File: config.mk
export PLATFORM = sky130hd
export DESIGN_NAME = freq_gate_sequencer
export DESIGN_NICKNAME = d
export VERILOG_FILES = /design/src/rtl/freq_meter_pkg.sv /design/src/rtl/gate_timer.sv /design/src/rtl/freq_gate_sequencer.sv
export SDC_FILE = /design/constraint.sdc
export NUM_CORES = 1
export LEC_CHECK = 0
export ABC_AREA = 1
export CORE_AREA = 2 2 84 70
export CTS_BUF_LIST = sky130_fd_sc_hd__clkbuf_8
export DETAILED_ROUTE_END_ITERATION = 10
export DIE_AREA = 0 0 86 72
export GPL_ROUTABILITY_DRIVEN = 0
export GPL_TIMING_DRIVEN = 1
export PLACE_DENSITY = 0.57
export SYNTH_ARGS = -nofsm -noshare
export SYNTH_HDL_FRONTEND = slang
export SYNTH_SLANG_ARGS = --single-unit
File: constraint.sdc
create_clock -name clk -period 2.42 [get_ports clk]
set_input_delay 0.242 -clock clk [delete_from_list [all_inputs] [get_ports clk]]
set_output_delay 0.242 -clock clk [all_outputs]
set_load 0.02 [all_outputs]
File: src/rtl/freq_meter_pkg.sv
// Shared definitions for the frequency meter measurement path.
// - state_e   : measurement sequencer states
// - RANGE_*   : gate range encoding (also the decimal-point position)
// - gate_len(): gate length in reference-clock cycles for a range
package freq_meter_pkg;

  typedef enum logic [2:0] {
    StIdle,
    StClear,
    StGate,
    StSettle,
    StLock
  } state_e;

  localparam logic [1:0] RANGE_1S    = 2'd0;
  localparam logic [1:0] RANGE_100MS = 2'd1;
  localparam logic [1:0] RANGE_10MS  = 2'd2;

  // Intended for elaboration-time constants only.
  function automatic int unsigned gate_len(input logic [1:0] range,
                                           input int unsigned clk_freq_hz);
    int unsigned len;
    case (range)
      RANGE_1S:    len = clk_freq_hz;
      RANGE_100MS: len = clk_freq_hz / 10;
      default:     len = clk_freq_hz / 100;
    endcase
    return len;
  endfunction

endpackage

File: src/rtl/gate_timer.sv
// Loadable down-counter used for both the gate and the settle interval.
// Ports:
//   clk, rst   : clock, synchronous active-high reset
//   load_i     : load load_val_i (takes priority over en_i)
//   load_val_i : interval length in cycles
//   en_i       : count down one per cycle
//   done_o     : high during the last enabled cycle of the interval
module gate_timer #(
  parameter int unsigned Width = 8
) (
  input  logic             clk,
  input  logic             rst,
  input  logic             load_i,
  input  logic [Width-1:0] load_val_i,
  input  logic             en_i,
  output logic             done_o
);

  logic [Width-1:0] count_q;

  always_ff @(posedge clk) begin
    if (rst) begin
      count_q <= '0;
    end else if (load_i) begin
      count_q <= load_val_i;
    end else if (en_i && (count_q != '0)) begin
      count_q <= count_q - Width'(1);
    end
  end

  // Loading N yields exactly N enabled cycles, the last one flagged here.
  assign done_o = en_i && (count_q == Width'(1));

endmodule

File: src/rtl/freq_gate_sequencer.sv
// Measurement-cycle controller: clear -> gate -> settle -> lock, with
// optional auto-ranging of the gate length (1 s / 100 ms / 10 ms).
// Optional feature macro: FREQ_AUTORANGE_EN (undefined: range fixed at
// RANGE_INIT, low_i ignored, any overflow flagged on ovf_o).
// Ports:
//   clk, rst   : reference clock, synchronous active-high reset
//   run_i      : 1 = back-to-back measurements, 0 = stop after current one
//   ovf_i      : decimal counter carry-out (asynchronous, synchronized here)
//   low_i      : MS counted digit is zero, sampled in LOCK
//   clear_o    : one-cycle counter clear
//   count_en_o : gate, high for exactly the gate length
//   lock_o     : one-cycle result-valid strobe
//   range_o    : range of the measurement being locked
//   ovf_o      : overflow flag, qualified with lock_o
//   busy_o     : high whenever not idle
module freq_gate_sequencer
  import freq_meter_pkg::*;
#(
  parameter int unsigned CLK_FREQ_HZ   = 27000000,
  parameter int unsigned SETTLE_CYCLES = 4,
  parameter int unsigned RANGE_INIT    = 0
) (
  input  logic       clk,
  input  logic       rst,
  input  logic       run_i,
  input  logic       ovf_i,
  input  logic       low_i,
  output logic       clear_o,
  output logic       count_en_o,
  output logic       lock_o,
  output logic [1:0] range_o,
  output logic       ovf_o,
  output logic       busy_o
);

  localparam int unsigned TimerW = $clog2(CLK_FREQ_HZ + 1);

  localparam logic [TimerW-1:0] Gate1s    = TimerW'(gate_len(RANGE_1S, CLK_FREQ_HZ));
  localparam logic [TimerW-1:0] Gate100ms = TimerW'(gate_len(RANGE_100MS, CLK_FREQ_HZ));
  localparam logic [TimerW-1:0] Gate10ms  = TimerW'(gate_len(RANGE_10MS, CLK_FREQ_HZ));
  localparam logic [TimerW-1:0] SettleLen = TimerW'(SETTLE_CYCLES);

  state_e            state_q, state_d;
  logic [1:0]        range_q, range_d, range_next;
  logic              ovf_sync1_q, ovf_sync2_q;
  logic              sticky_q, sticky_d;
  logic              ovf_flag;
  logic              timer_load, timer_en, timer_done;
  logic [TimerW-1:0] timer_val, gate_sel;

  always_ff @(posedge clk) begin
    if (rst) begin
      state_q     <= StIdle;
      range_q     <= 2'(RANGE_INIT);
      ovf_sync1_q <= 1'b0;
      ovf_sync2_q <= 1'b0;
      sticky_q    <= 1'b0;
    end else begin
      state_q     <= state_d;
      range_q     <= range_d;
      ovf_sync1_q <= ovf_i;
      ovf_sync2_q <= ovf_sync1_q;
      sticky_q    <= sticky_d;
    end
  end

  always_comb begin
    gate_sel = Gate10ms;
    case (range_q)
      RANGE_1S:    gate_sel = Gate1s;
      RANGE_100MS: gate_sel = Gate100ms;
      default:     gate_sel = Gate10ms;
    endcase
  end

`ifdef FREQ_AUTORANGE_EN
  always_comb begin
    range_next = range_q;
    if (sticky_q) begin
      if (range_q < RANGE_10MS) begin
        range_next = range_q + 2'd1;
      end
    end else if (low_i && (range_q != RANGE_1S)) begin
      range_next = range_q - 2'd1;
    end
  end

  // Overflow is only reported when no shorter gate is left to try.
  assign ovf_flag = sticky_q && (range_q >= RANGE_10MS);
`else
  logic unused_low;

  assign unused_low = low_i;
  assign range_next = range_q;
  assign ovf_flag   = sticky_q;
`endif

  always_comb begin
    state_d    = state_q;
    range_d    = range_q;
    sticky_d   = sticky_q;
    timer_load = 1'b0;
    timer_val  = gate_sel;
    timer_en   = 1'b0;
    unique case (state_q)
      StIdle: begin
        if (run_i) begin
          state_d = StClear;
        end
      end
      StClear: begin
        timer_load = 1'b1;
        timer_val  = gate_sel;
        sticky_d   = 1'b0;
        state_d    = StGate;
      end
      StGate: begin
        timer_en = 1'b1;
        sticky_d = sticky_q | ovf_sync2_q;
        if (timer_done) begin
          // Reload on the last gate cycle so SETTLE starts counting at once.
          timer_load = 1'b1;
          timer_val  = SettleLen;
          state_d    = StSettle;
        end
      end
      StSettle: begin
        timer_en = 1'b1;
        sticky_d = sticky_q | ovf_sync2_q;
        if (timer_done) begin
          state_d = StLock;
        end
      end
      StLock: begin
        range_d = range_next;
        state_d = run_i ? StClear : StIdle;
      end
      default: begin
        state_d = StIdle;
      end
    endcase
  end

  gate_timer #(
    .Width(TimerW)
  ) u_gate_timer (
    .clk       (clk),
    .rst       (rst),
    .load_i    (timer_load),
    .load_val_i(timer_val),
    .en_i      (timer_en),
    .done_o    (timer_done)
  );

  assign clear_o    = (state_q == StClear);
  assign count_en_o = (state_q == StGate);
  assign lock_o     = (state_q == StLock);
  assign ovf_o      = (state_q == StLock) && ovf_flag;
  assign busy_o     = (state_q != StIdle);
  assign range_o    = range_q;

endmodule
# Word level (Yosys, flattened, before mapping)
# Cells that the tools add are included.
totals:
  ff_bits: 31
  word_cells: 38
  input_bits: 5
  out_inout_bits: 7
classes:
  bitwise: 1
  n_addsub: 1
  n_eq_ne: 8
  reduce_logical: 10
  n_mux: 13
ops:
  columns: ["operator", "count"]
  rows:
  - ["25-bit 2-to-1 mux", 4]
  - ["25-bit by 1-bit equality test with 1-bit output, second input constant", 1]
  - ["25-bit nonzero test", 1]
  - ["25-bit by 1-bit subtractor with 25-bit output, second input constant", 1]
  - ["3-bit case mux with 5 select lines", 1]
  - ["3-bit 2-to-1 mux", 3]
  - ["3-bit by 2-bit equality test with 1-bit output, second input constant", 2]
  - ["2-bit inequality test, second input constant", 2]
  - ["1-bit case mux with 2 select lines", 2]
  - ["2-bit nonzero test", 2]
  - ["3-bit by 1-bit equality test with 1-bit output, second input constant", 1]
  - ["3-bit equality test, second input constant", 1]
  - ["1-bit logical AND", 3]
  - ["3-bit logical NOT", 1]
  - ["1-bit 2-to-1 mux", 3]
  - ["3-bit AND reduction", 1]
  - ["3-bit nonzero test", 1]
  - ["2-bit by 1-bit inequality test with 1-bit output, second input constant", 1]
  - ["2-bit OR reduction", 1]
  - ["1-bit OR", 1]

# Depth between registers and ports, before layout
# Gate-level depths: netlist of the first run.
depth:
  ltp_word: 7
  depth_mapped: 11
  ltp_nobuf: 11

# By module
# A second synthesis of the first run with hierarchy kept.
unflattened:
  hier_cells: 372
  hier_area_um2: 2233.4
modules_own_cells:
  columns: ["module", "area_each_um2", "instances", "seq_area_each_um2", "cells_per_inst"]
  rows:
  - ["gate_timer", 1901.8, 1, 500.5, 322]
  - ["freq_gate_sequencer", 331.6, 1, 120.1, 50]

# Worst setup path after synthesis of the first run
# Ideal clock, no wire load.
synth_timing:
  path_kind: "register -> register"
  from: "register state_q[0]"
  to: "register u_gate_timer.count_q[15]"
  t_required_ns: 2.307
  arrival_time_ns: 1.496
  period_less_slack_ns: 1.609
  setup_time_ns: 0.113
  path_buffers: 2
  stages_incl_launch_ff: 10
  slack_ns: 0.811
  path_cell_list: "dfxtp_1 inv_1 nor3_4 inv_1 buf_2 nand2_2 buf_6 nor2_1 nor2_1 nor2_1"
synth_via:
  word_cells_on_any_way: 13
  classes_between: "eq/ne: 3; mux: 6; reduce/logical: 4"
synth_rtl:
  columns: ["item", "line_no", "text"]
  rows:
  - ["start: declaration", "freq_gate_sequencer.sv:43", "state_e state_q, state_d;"]
  - ["start signal: assignment", "freq_gate_sequencer.sv:53", "state_q <= StIdle;"]
  - ["start signal: assignment", "freq_gate_sequencer.sv:59", "state_q <= state_d;"]
  - ["3-bit by 1-bit equality test with 1-bit output (*)", null, null]
  - ["net clear_o", "freq_gate_sequencer.sv:28", "output logic clear_o,"]
  - ["1-bit case mux with 2 select lines (*)", "freq_gate_sequencer.sv:105", "unique case (state_q)"]
  - ["25-bit 2-to-1 mux / 2-bit nonzero test (equally long branches)", null, null]
  - ["end signal: assignment", "gate_timer.sv:25", "count_q <= load_val_i;"]
  - ["end signal: assignment", "gate_timer.sv:27", "count_q <= count_q - Width'(1);"]
  - ["end: declaration", "gate_timer.sv:19", "logic [Width-1:0] count_q;"]
# Mark *: on every way through the listed nets, which the timed path passes. The rest lies on a longest branch.
# A chain may end at the register's enable or synchronous reset.

# Final worst setup path of the first run
layout_timing:
  from: "register state_q[1]"
  to: "output port count_en_o"
layout_via:
  elab_chain_cells: 1
layout_rtl:
  columns: ["item", "line_no", "text"]
  rows:
  - ["3-bit by 2-bit equality test with 1-bit output", "freq_gate_sequencer.sv:156", "assign count_en_o = (state_q == StGate);"]
  - ["end: declaration", "freq_gate_sequencer.sv:29", "output logic count_en_o,"]
# No other way between the ends.

==> results.tsv, run 1 <==
stage	metric	value	unit
worst_setup_path	largest fanout on the critical path	5	
yosys	Synth Cell Area	2080	µm²
yosys	most instantiated library cell after synthesis	nor2_1	
worst_setup_path	worst r2r dst	u_gate_timer.count_q[16]	
min_path	Hold Path Class	register to register	
yosys	main flop type after synthesis	dfxtp_1	
timing	min Tclk post-route	2.05	ns
yosys	top cell type's share of synthesized area	0.298	
final_layout	Finished Layout Cells	398	
global_route	vias in the first global route	1804	
power_and_ir_drop	Max VDD drop	677	µV
final_layout	Total Nets Final	340	
worst_setup_path	CP Launch Type	register	
cts	H-tree lvl count	2	
cts	CTS tree	yes	
route	Total Wirelength	5230	µm
yosys	largest cells by area after synthesis	dfxtp_1 (30%), nor2_1 (14%), nand2_1 (13%), inv_1 (5.1%), a21oi_1 (4.1%)	
timing	unrepaired setup endpoints after global routing	false	
global_route	Remaining Overflow, GRT	0	
final_layout	fillers	575	
timing	final cycle utilization of the critical path	0.846	
yosys	Synth Register Bits	31	
timing	Max Fclk	488	MHz
worst_setup_path	reg2reg setup slack	0.50	ns
timing	worst clock skew	0.00830	ns
min_path	hold depth	2	
timing	count of final setup violators	0	
worst_setup_path	CP max stage cell	clkdlybuf4s50_1	
route	vias	1918	
cts	# Post-CTS Setup Buffers	0	
route	WL per Instance	13.1	µm
yosys	synth warn	0	
cts	worst-skew pair later-pin latency	0.29	ns
yosys	Synth cell types	36	
yosys	Synth async-reset ratio	0	
power_and_ir_drop	P_leak	0.00108	µW
global_route	largest net degree at the start of global routing	17	
die	core outline area	5320	µm²
timing	Hold Fails Final Rpt	0	
placed_design	DPL Wire Length	3840	µm
worst_setup_path	worst r2r src	u_gate_timer.count_q[0]	
route	Avg Vias per Cell	4.82	
timing	Slew Viols, Final	0	
worst_setup_path	Worst Path Arrival	1.81	ns
cts	Clock transition at path regs	0.07	ns
cts	CTS Buf Count	5	
die	chip width	86	µm
yosys	Post-Synthesis Cells	323	
route	drt pass-1 iters	4	
route	Initial DRC Count	163	
worst_setup_path	crit end category	primary output	
final_layout	area delta synth->final	9.44	%
cts	Post-CTS Resized	0	
yosys	Post-synth EDFFs	0	
global_route	Overall Global Routing Usage	0.185	
die	height of the die	72	µm
timing	setup_tns	0	ns
placed_design	Port Buffers	8	
yosys	Post-synth top cells	nor2_1 (77), nand2_1 (72), dfxtp_1 (31)	
power_and_ir_drop	PD cells	1520	nW/µm²
flow_run	MaxCap Viol Count	0	
worst_setup_path	Worst R2R Path Depth	9	
final_layout	fraction of layout cells with a size suffix above 1	0.102	
cts	Hold Buf Count CTS	0	
die	Initial Utilization	0.391	
die	Ports	12	
final_layout	Ant. Diodes	0	
die	row cnt	24	
yosys	Synth area leader	dfxtp_1	
global_route	first-pass GRT wire length	8910	µm
worst_setup_path	worst path required time	2.18	ns
worst_setup_path	worst path cell trace	inv_2 -> nor2_4 -> inv_2 -> nor2_4 -> clkdlybuf4s50_1	
yosys	Seq/Total Area, Yosys	0.298	
min_path	worst hold path startpoint	ovf_sync1_q	
timing	hold slack	0.401	ns
global_route	initial antenna violation count	0	
final_layout	Core Util, Final	0.428	
cts	root buffer cell	clkbuf_8	
route	Antenna Nets Post-Route	0	
die	die area	6190	µm²
worst_setup_path	critical path class	register to primary output	
min_path	Hold EP	ovf_sync2_q	
cts	clock buffer depth	2	
worst_setup_path	max incr delay on CP	0.64	ns
status	outcome	complete, no violations	
cts	Clock Sinks	31	
yosys	syn_area_per_cell	6.44	µm²
route	detailed-route DRC error count	0	
placed_design	placed cell count	390	
worst max-delay path, delay by kind of cell (launching register included):
| kind | cells | cell delay (ns) |
|---|---|---|
| buffers and inverters | 3 | 0.80 |
| AND/OR/NAND/NOR | 2 | 0.31 |
| flip-flops | 1 | 0.41 |
cells by family (layout without fill, tap and decap cells):
logic type,count (synthesis),after routing,synth area share
xor+xnor,11,11,0.0463
other cells,1,2,0.00180
buf+inv,39,48,0.0836
compound gates,39,39,0.106
fa+ha+maj,3,3,0.0180
simple gates,199,199,0.446
flops,31,31,0.298
per-layer routing:
layer / routed length [µm] / vias to the layer above / track usage
li1: - / 1032 / -
met1: 2720 / 837 / 0.273
met2: 2180 / 42 / 0.267
met3: 269 / 7 / 0.0387
met4: 63 / 0 / 0.0635
met5: 0 / - / 0
worst max path at each step:
stage | startpoint | end | slack [ns] | cells after the start
final | state_q[1] | count_en_o | 0.37 | 5
after global routing | state_q[1] | count_en_o | 0.27 | 5
after global placement | u_gate_timer.count_q[0] | u_gate_timer.count_q[16] | 0.52 | 9
after detailed placement | u_gate_timer.count_q[0] | u_gate_timer.count_q[16] | 0.52 | 9
after CTS | state_q[1] | count_en_o | 0.35 | 5
after floorplan | state_q[0] | u_gate_timer.count_q[15] | 0.81 | 9
state kept, by name, indices dropped and copies added, names as in the netlist:
signal and cells:
u_gate_timer.count_q 25, ovf_sync2_q 1, ovf_sync1_q 1, state_q 3, ovf_flag 1
metrics by stage:
stage / instance area (µm²) / total power [µW] / worst slack (ns)
after floorplan: 2080 / 2620 / 0.811
after global placement: 2200 / 3040 / 0.520
after detailed placement: 2200 / 3050 / 0.524
after CTS: 2280 / 3460 / 0.351
after global routing: 2280 / 3840 / 0.269
final: 2280 / 3460 / 0.373
where the power goes:
| group | leakage (µW) | switching (µW) | internal, µW |
|---|---|---|---|
| logic | 0.000771 | 1430 | 760 |
| registers | 0.000255 | 206 | 671 |
| clock network | 0.0000505 | 198 | 193 |
cells in the final DEF (no fill, tap or decap), types with 4 or more instances in the layout:
cell type,Yosys,layout
a21oi_1,17,17
nor2_4,6,6
nor2_2,4,4
xnor2_1,5,5
clkbuf_8,0,5
inv_1,28,30
nand4_1,5,5
clkdlybuf4s50_1,0,8
nand3_1,17,17
nand2_1,72,72
nor2_1,77,77
dfxtp_1,31,31
o21ai_0,9,9
xor2_1,6,6
o21ai_1,7,7
cell type report:
| cell class | count | area [µm²] | area share |
|---|---|---|---|
| clock inverter | 3 | 12.5 | 0.00549 |
| timing repair buffer | 9 | 87.6 | 0.0385 |
| sequential | 31 | 621 | 0.273 |
| tap | 65 | 81.3 | 0.0357 |
| clock buffer | 5 | 68.8 | 0.0302 |
| multi-input combinational | 254 | 1290 | 0.566 |
| inverter | 31 | 116 | 0.0511 |
Power figures use the tool's default switching activity.
==> run 2: changes to the inputs <==
Settings changed: PLACE_DENSITY 0.57 to 0.59.
Clock period 2.42 ns to 1.7 ns, I/O delays scaled along.
==> run 2 against run 1 <==
Sequential share of layout area fell by 5.3 points. Combinational power grew 110%. Global-route usage increased by 2.6 points. Via count rose by 14%.
==> results.tsv, run 2 (synthesis results as in run 1) <==
stage	metric	value	unit	change
route	M1 wire length	3090	µm	+14%
worst_setup_path	CP max stage cell	dfxtp_2		
cts	root buffer cell	clkbuf_8		
timing	Max Fclk	601	MHz	
worst_setup_path	largest fanout on the critical path	5		unchanged
route	Antenna Nets Post-Route	0		unchanged
worst_setup_path	critical path class	register to register		
worst_setup_path	reg2reg setup slack	0.04	ns	-0.46 ns
die	die area	6190	µm²	unchanged
worst_setup_path	Top Family by Delay on Critical Path	simple AND/OR/NAND/NOR gates		
timing	Slew Viols, Final	0		unchanged
final_layout	most common cell after layout, fill and taps aside	nand2_1		
route	vias	2187		+14%
global_route	Overall Global Routing Usage	0.212		+0.0263
die	Initial Utilization	0.391		unchanged
route	Avg Vias per Cell	4.88		+1.3%
final_layout	most flop-heavy register	u_gate_timer.count_q		
final_layout	max FFs per register	25		unchanged
worst_setup_path	Worst Path Arrival	1.90	ns	+0.09 ns
route	drt pass-1 iters	4		unchanged
final_layout	fillers	531		-7.7%
power_and_ir_drop	PD cells	2220	nW/µm²	+46%
worst_setup_path	Buf/Inv on CP	1		-2
worst_setup_path	max incr delay on CP	0.33	ns	-0.31 ns
final_layout	Regs by FF count	u_gate_timer.count_q: 25 flops, state_q: 3 flops		
route	Detail Route met3 WL	343	µm	+28%
die	chip width	86	µm	unchanged
placed_design	DP Worst Slack	-0.0412	ns	-0.565 ns
cts	CTS tree	yes		
route	detailed-route DRC error count	0		unchanged
placed_design	placed cell count	436		+12%
placed_design	Port Buffers	8		unchanged
route	WL per Instance	14.0	µm	+6.7%
cts	Clock Sinks	31		unchanged
timing	worst clock skew	0.00518	ns	-0.00312 ns
placed_design	DPL Wire Length	4500	µm	+17%
route	Initial DRC Count	164		+0.61%
min_path	worst hold path startpoint	ovf_i		
cts	H-tree lvl count	2		unchanged
worst_setup_path	worst r2r dst	u_gate_timer.count_q[3]		
worst_setup_path	worst path cell trace	nor2_4 -> nand2_2 -> nor2_4 -> nand2_4 -> nor2_4 -> nor2_4 -> buf_6 -> nor2_4 -> nand2_1 -> a21oi_2		
final_layout	area occupied by multi-input gates	1460	µm²	+13%
die	Ports	12		unchanged
worst_setup_path	worst path required time	1.93	ns	-0.25 ns
die	row cnt	24		unchanged
global_route	initial antenna violation count	0		unchanged
flow_run	MaxCap Viol Count	0		unchanged
timing	Hold Fails Final Rpt	0		unchanged
route	Total Wirelength	6280	µm	+20%
power_and_ir_drop	P_leak	0.00140	µW	+30%
worst_setup_path	CP Launch Type	register		
power_and_ir_drop	Design Power	6390	µW	+85%
cts	CTS Buf Count	5		unchanged
cts	worst-skew pair later-pin latency	0.30	ns	about the same
cts	Clock transition at path regs	0.07	ns	about the same
final_layout	area delta synth->final	38.2	%	
worst_setup_path	worst r2r src	u_gate_timer.count_q[11]		
final_layout	Finished Layout Cells	448		+13%
timing	unrepaired setup endpoints after global routing	true		
final_layout	Seq. cell area	631	µm²	+1.6%
final_layout	most frequent cells in the layout	nand2_1 (65), nor2_1 (60), buf_4 (44)		
die	core outline area	5320	µm²	unchanged
global_route	largest net degree at the start of global routing	15		-2
timing	final cycle utilization of the critical path	0.979		
min_path	Hold Path Class	input pin to register		
min_path	hold depth	3		+1
global_route	Remaining Overflow, GRT	0		unchanged
cts	Hold Buf Count CTS	0		unchanged
worst_setup_path	Worst R2R Path Depth	10		+1
route	top sig layer	met4		
timing	setup ws final	0.0355	ns	-0.337 ns
status	outcome	complete, no violations		
die	height of the die	72	µm	unchanged
global_route	first-pass GRT wire length	9960	µm	+12%
worst_setup_path	Top cell by count, worst path	nor2_4		
timing	count of final setup violators	0		unchanged
power_and_ir_drop	Max VDD drop	953	µV	+41%
final_layout	Total Nets Final	390		+15%
worst_setup_path	crit end category	register		
global_route	vias in the first global route	2086		+16%
final_layout	fraction of layout cells with a size suffix above 1	0.334		+0.232
timing	min Tclk post-route	1.66	ns	
final_layout	Ant. Diodes	0		unchanged
min_path	Hold EP	ovf_sync1_q		
route	routed wl met2	2770	µm	+27%
cts	clock buffer depth	2		unchanged
==> run 2: cell types whose count changed in the layout (fill, tap and decap cells not counted), moves of 5 or more <==
cell,delta
nand2_1,-7
nand2_2,+5
buf_4,+43
dfxtp_1,-8
nor2_2,+9
clkdlybuf4s50_1,-5
nor2_4,+9
a21oi_2,+6
nor2_1,-17
a21oi_1,-6
dfxtp_2,+8
==> run 2: per-stage QoR <==
stage | area [µm²] | TNS [ns] | hold WS [ns] | utilization
4_1_cts | 2670 | -0.0429 | 0.377 | 0.502
6_report | 2880 | 0 | 0.380 | 0.541
2_1_floorplan | 2080 | 0 | 0.232 | -
3_3_place_gp | 2550 | -0.00716 | 0.389 | 0.480
5_1_grt | 2880 | -0.353 | 0.420 | 0.541
3_5_place_dp | 2550 | -0.180 | 0.399 | 0.480
==> run 2: final cells by class <==
cell class / count / share of cell area
Clock inverter: 1 / 0.00131
Timing Repair Buffer: 58 / 0.170
Sequential cell: 31 / 0.219
Inverter: 31 / 0.0405
Tap cell: 65 / 0.0283
Clock buffer: 7 / 0.0335
Multi-Input combinational cell: 255 / 0.507
==> run 2: routing by layer <==
layer  vias up  global-route usage
met4         0              0.0617
met1       986               0.299
met3         9              0.0512
met2        56               0.320
met5         -                   0
li1       1136                   -
==> run 2: worst max-delay path by stage <==
| stage | from | endpoint | cells past startpoint |
|---|---|---|---|
| 2_1_floorplan | state_q[0] | u_gate_timer.count_q[15] | 9 |
| 3_3_place_gp | u_gate_timer.count_q[1] | u_gate_timer.count_q[1] | 7 |
| 3_5_place_dp | u_gate_timer.count_q[10] | u_gate_timer.count_q[11] | 9 |
| 4_1_cts | u_gate_timer.count_q[0] | u_gate_timer.count_q[2] | 8 |
| 5_1_grt | u_gate_timer.count_q[17] | u_gate_timer.count_q[8] | 10 |
| 6_report | u_gate_timer.count_q[11] | u_gate_timer.count_q[3] | 10 |
==> run 2: timing repair <==
item,in CTS,in global routing
gates cloned,1,0
endpoints found under the setup margin,19,27
pin swaps,1,25
buffers inserted,0,3
gates resized for setup,9,61
==> run 2: worst reg2reg max path, stage by stage, from the launching register on <==
cell     delay [ns]
dfxtp_2        0.33
nor2_4         0.13
nand2_2        0.09
nor2_4         0.16
nand2_4        0.11
nor2_4         0.14
nor2_4         0.06
buf_6          0.12
nor2_4         0.23
nand2_1        0.10
a21oi_2        0.13
==> run 2: report_power, final <==
part / switching (µW) / internal (µW) / leakage, µW
Combinational: 2670 / 1880 / 0.00109
Sequential: 210 / 970 / 0.000258
Clock: 301 / 364 / 0.0000557
==> run 3: changes to the inputs <==
Settings changed: PLACE_DENSITY 0.59 to unset.
==> run 3 against run 2 <==
Register-to-register slack better by 0.02 ns. Flip-flop and latch count unchanged. Critical path depth unchanged. Largest cell class unchanged.
==> results.tsv, run 3 (synthesis results as in run 1) <==
stage	metric	value	unit	change
final_layout	Regs by FF count	u_gate_timer.count_q: 25 flops, state_q: 3 flops		
route	WL per Instance	13.5	µm	-3.6%
worst_setup_path	crit end category	register		
cts	worst-skew pair later-pin latency	0.29	ns	about the same
timing	final cycle utilization of the critical path	0.965		-0.0137
global_route	Remaining Overflow, GRT	0		unchanged
global_route	Overall Global Routing Usage	0.209		-0.00264
placed_design	DPL Wire Length	4350	µm	-3.3%
global_route	initial antenna violation count	0		unchanged
final_layout	fraction of layout cells with a size suffix above 1	0.326		-0.00850
final_layout	most flop-heavy register	u_gate_timer.count_q		
final_layout	area delta synth->final	40.1	%	
timing	Hold Fails Final Rpt	0		unchanged
timing	unrepaired setup endpoints after global routing	true		
final_layout	max FFs per register	25		unchanged
cts	clock buffer depth	2		unchanged
status	outcome	complete, no violations		
placed_design	DP Worst Slack	0.00289	ns	+0.0441 ns
die	Initial Utilization	0.391		unchanged
route	Initial DRC Count	120		-27%
worst_setup_path	max incr delay on CP	0.32	ns	about the same
route	Antenna Nets Post-Route	0		unchanged
timing	count of final setup violators	0		unchanged
cts	CTS tree	yes		
timing	setup ws final	0.0587	ns	+0.0232 ns
worst_setup_path	Worst R2R Path Depth	10		unchanged
final_layout	fillers	502		-5.5%
worst_setup_path	worst path cell trace	nor2_2 -> nand2_2 -> nor2_4 -> nand2_4 -> nor2_4 -> nor2_4 -> buf_6 -> nor2_4 -> nand2_1 -> a21oi_2		
worst_setup_path	reg2reg setup slack	0.06	ns	+0.02 ns
placed_design	placed cell count	435		-0.23%
die	core outline area	5320	µm²	unchanged
die	row cnt	24		unchanged
die	die area	6190	µm²	unchanged
power_and_ir_drop	P_leak	0.00144	µW	+2.7%
min_path	Hold Path Class	input pin to register		
min_path	hold depth	3		unchanged
die	chip width	86	µm	unchanged
cts	Clock Sinks	31		unchanged
final_layout	Total Nets Final	400		+2.6%
timing	Slew Viols, Final	0		unchanged
route	drt pass-1 iters	4		unchanged
worst_setup_path	largest fanout on the critical path	5		unchanged
worst_setup_path	critical path class	register to register		
final_layout	Core Util, Final	0.548		+0.00753
cts	Clock transition at path regs	0.07	ns	about the same
timing	worst clock skew	0.00481	ns	-0.000368 ns
cts	Hold Buf Count CTS	0		unchanged
final_layout	Ant. Diodes	0		unchanged
route	vias	2249		+2.8%
final_layout	most frequent cells in the layout	nand2_1 (68), nor2_1 (63), buf_4 (54)		
final_layout	most common cell after layout, fill and taps aside	nand2_1		
power_and_ir_drop	Max VDD drop	1020	µV	+6.6%
timing	min Tclk post-route	1.64	ns	-0.0232 ns
worst_setup_path	Top cell by count, worst path	nor2_4		
global_route	first-pass GRT wire length	9920	µm	-0.41%
route	Total Wirelength	6190	µm	-1.4%
placed_design	Port Buffers	8		unchanged
flow_run	MaxCap Viol Count	0		unchanged
worst_setup_path	worst path required time	1.92	ns	about the same
worst_setup_path	CP Launch Type	register		
global_route	vias in the first global route	2090		+0.19%
timing	setup_tns	0	ns	unchanged
power_and_ir_drop	PD cells	2220	nW/µm²	about the same
timing	Max Fclk	609	MHz	+1.4%
cts	H-tree lvl count	2		unchanged
final_layout	Finished Layout Cells	458		+2.2%
die	height of the die	72	µm	unchanged
worst_setup_path	CP max stage cell	dfxtp_1		
route	detailed-route DRC error count	0		unchanged
worst_setup_path	Worst Path Arrival	1.86	ns	-0.04 ns
cts	root buffer cell	clkbuf_8		
min_path	worst hold path startpoint	ovf_i		
route	Avg Vias per Cell	4.91		+0.59%
cts	CTS Buf Count	5		unchanged
worst_setup_path	worst r2r dst	u_gate_timer.count_q[18]		
min_path	Hold EP	ovf_sync1_q		
die	Ports	12		unchanged
worst_setup_path	worst r2r src	u_gate_timer.count_q[14]		
global_route	largest net degree at the start of global routing	14		-1
==> run 3: cell count changes in the layout (fill, tap and decap cells not counted), moves of 2 or more <==
cell | previous run | this run
buf_6 | 4 | 2
a21oi_1 | 11 | 14
a21oi_2 | 7 | 4
buf_4 | 44 | 54
nand2_2 | 8 | 5
nor2_1 | 60 | 63
nor2_4 | 15 | 13
nand2_1 | 65 | 68
o21ai_0 | 5 | 9
o21ai_1 | 11 | 7
==> run 3: layout make-up <==
type	count	area [µm²]	share of cell area
tap	65	81.3	0.0279
multi-input combinational	256	1430	0.489
inverter	31	116	0.0399
clock buffer	7	96.3	0.0330
sequential	31	631	0.216
clock inverter	1	3.75	0.00129
timing repair buffer	67	562	0.193
==> run 3: worst max path at each step <==
stage	startpoint	end	slack [ns]	cells past startpoint
floorplan	state_q[0]	u_gate_timer.count_q[15]	0.09	9
global placement	u_gate_timer.count_q[10]	u_gate_timer.count_q[2]	0.01	10
detailed placement	u_gate_timer.count_q[10]	u_gate_timer.count_q[15]	0.003	11
CTS	u_gate_timer.count_q[10]	u_gate_timer.count_q[23]	0.002	10
global route	u_gate_timer.count_q[14]	u_gate_timer.count_q[17]	-0.05	10
finish	u_gate_timer.count_q[14]	u_gate_timer.count_q[18]	0.06	10
==> run 3: what timing repair did <==
action	in CTS	in global routing
pin swaps	1	23
endpoints found under the hold margin	0	0
buffers inserted	0	13
resized for setup	7	45
setup endpoints to repair	8	28
cloned	0	2
==> run 3: metal layers <==
| layer | GRT usage | routed length (µm) | vias up | part of all wire |
|---|---|---|---|---|
| met2 | 0.303 | 2680 | 76 | 0.43 |
| met1 | 0.305 | 2950 | 1001 | 0.48 |
| met3 | 0.0398 | 449 | 12 | 0.073 |
| li1 | - | - | 1160 | - |
| met4 | 0.0811 | 114 | 0 | 0.018 |
| met5 | 0 | 0 | - | 0 |
==> run 3: critical path: cells and delay by family (launching register included) <==
family	cells	cell delay, ns
and+or+nand+nor	8	1.00
DFF	1	0.32
buffers and inverters	1	0.12
AOI/OAI and AO/OA	1	0.12
==> run 3: where the power goes <==
part	internal [µW]	switching, µW	leakage, µW
Combinational	2030	2630	0.00113
Clock	363	294	0.0000557
Sequential	967	197	0.000258
==> run 3: metrics by stage <==
stage,cell area (µm²),power [µW],hold slack [ns]
global route,2920,7070,0.428
detailed placement,2570,5110,0.397
finish,2920,6480,0.393
floorplan,2080,3740,0.232
global placement,2570,5080,0.391
CTS,2670,5790,0.387
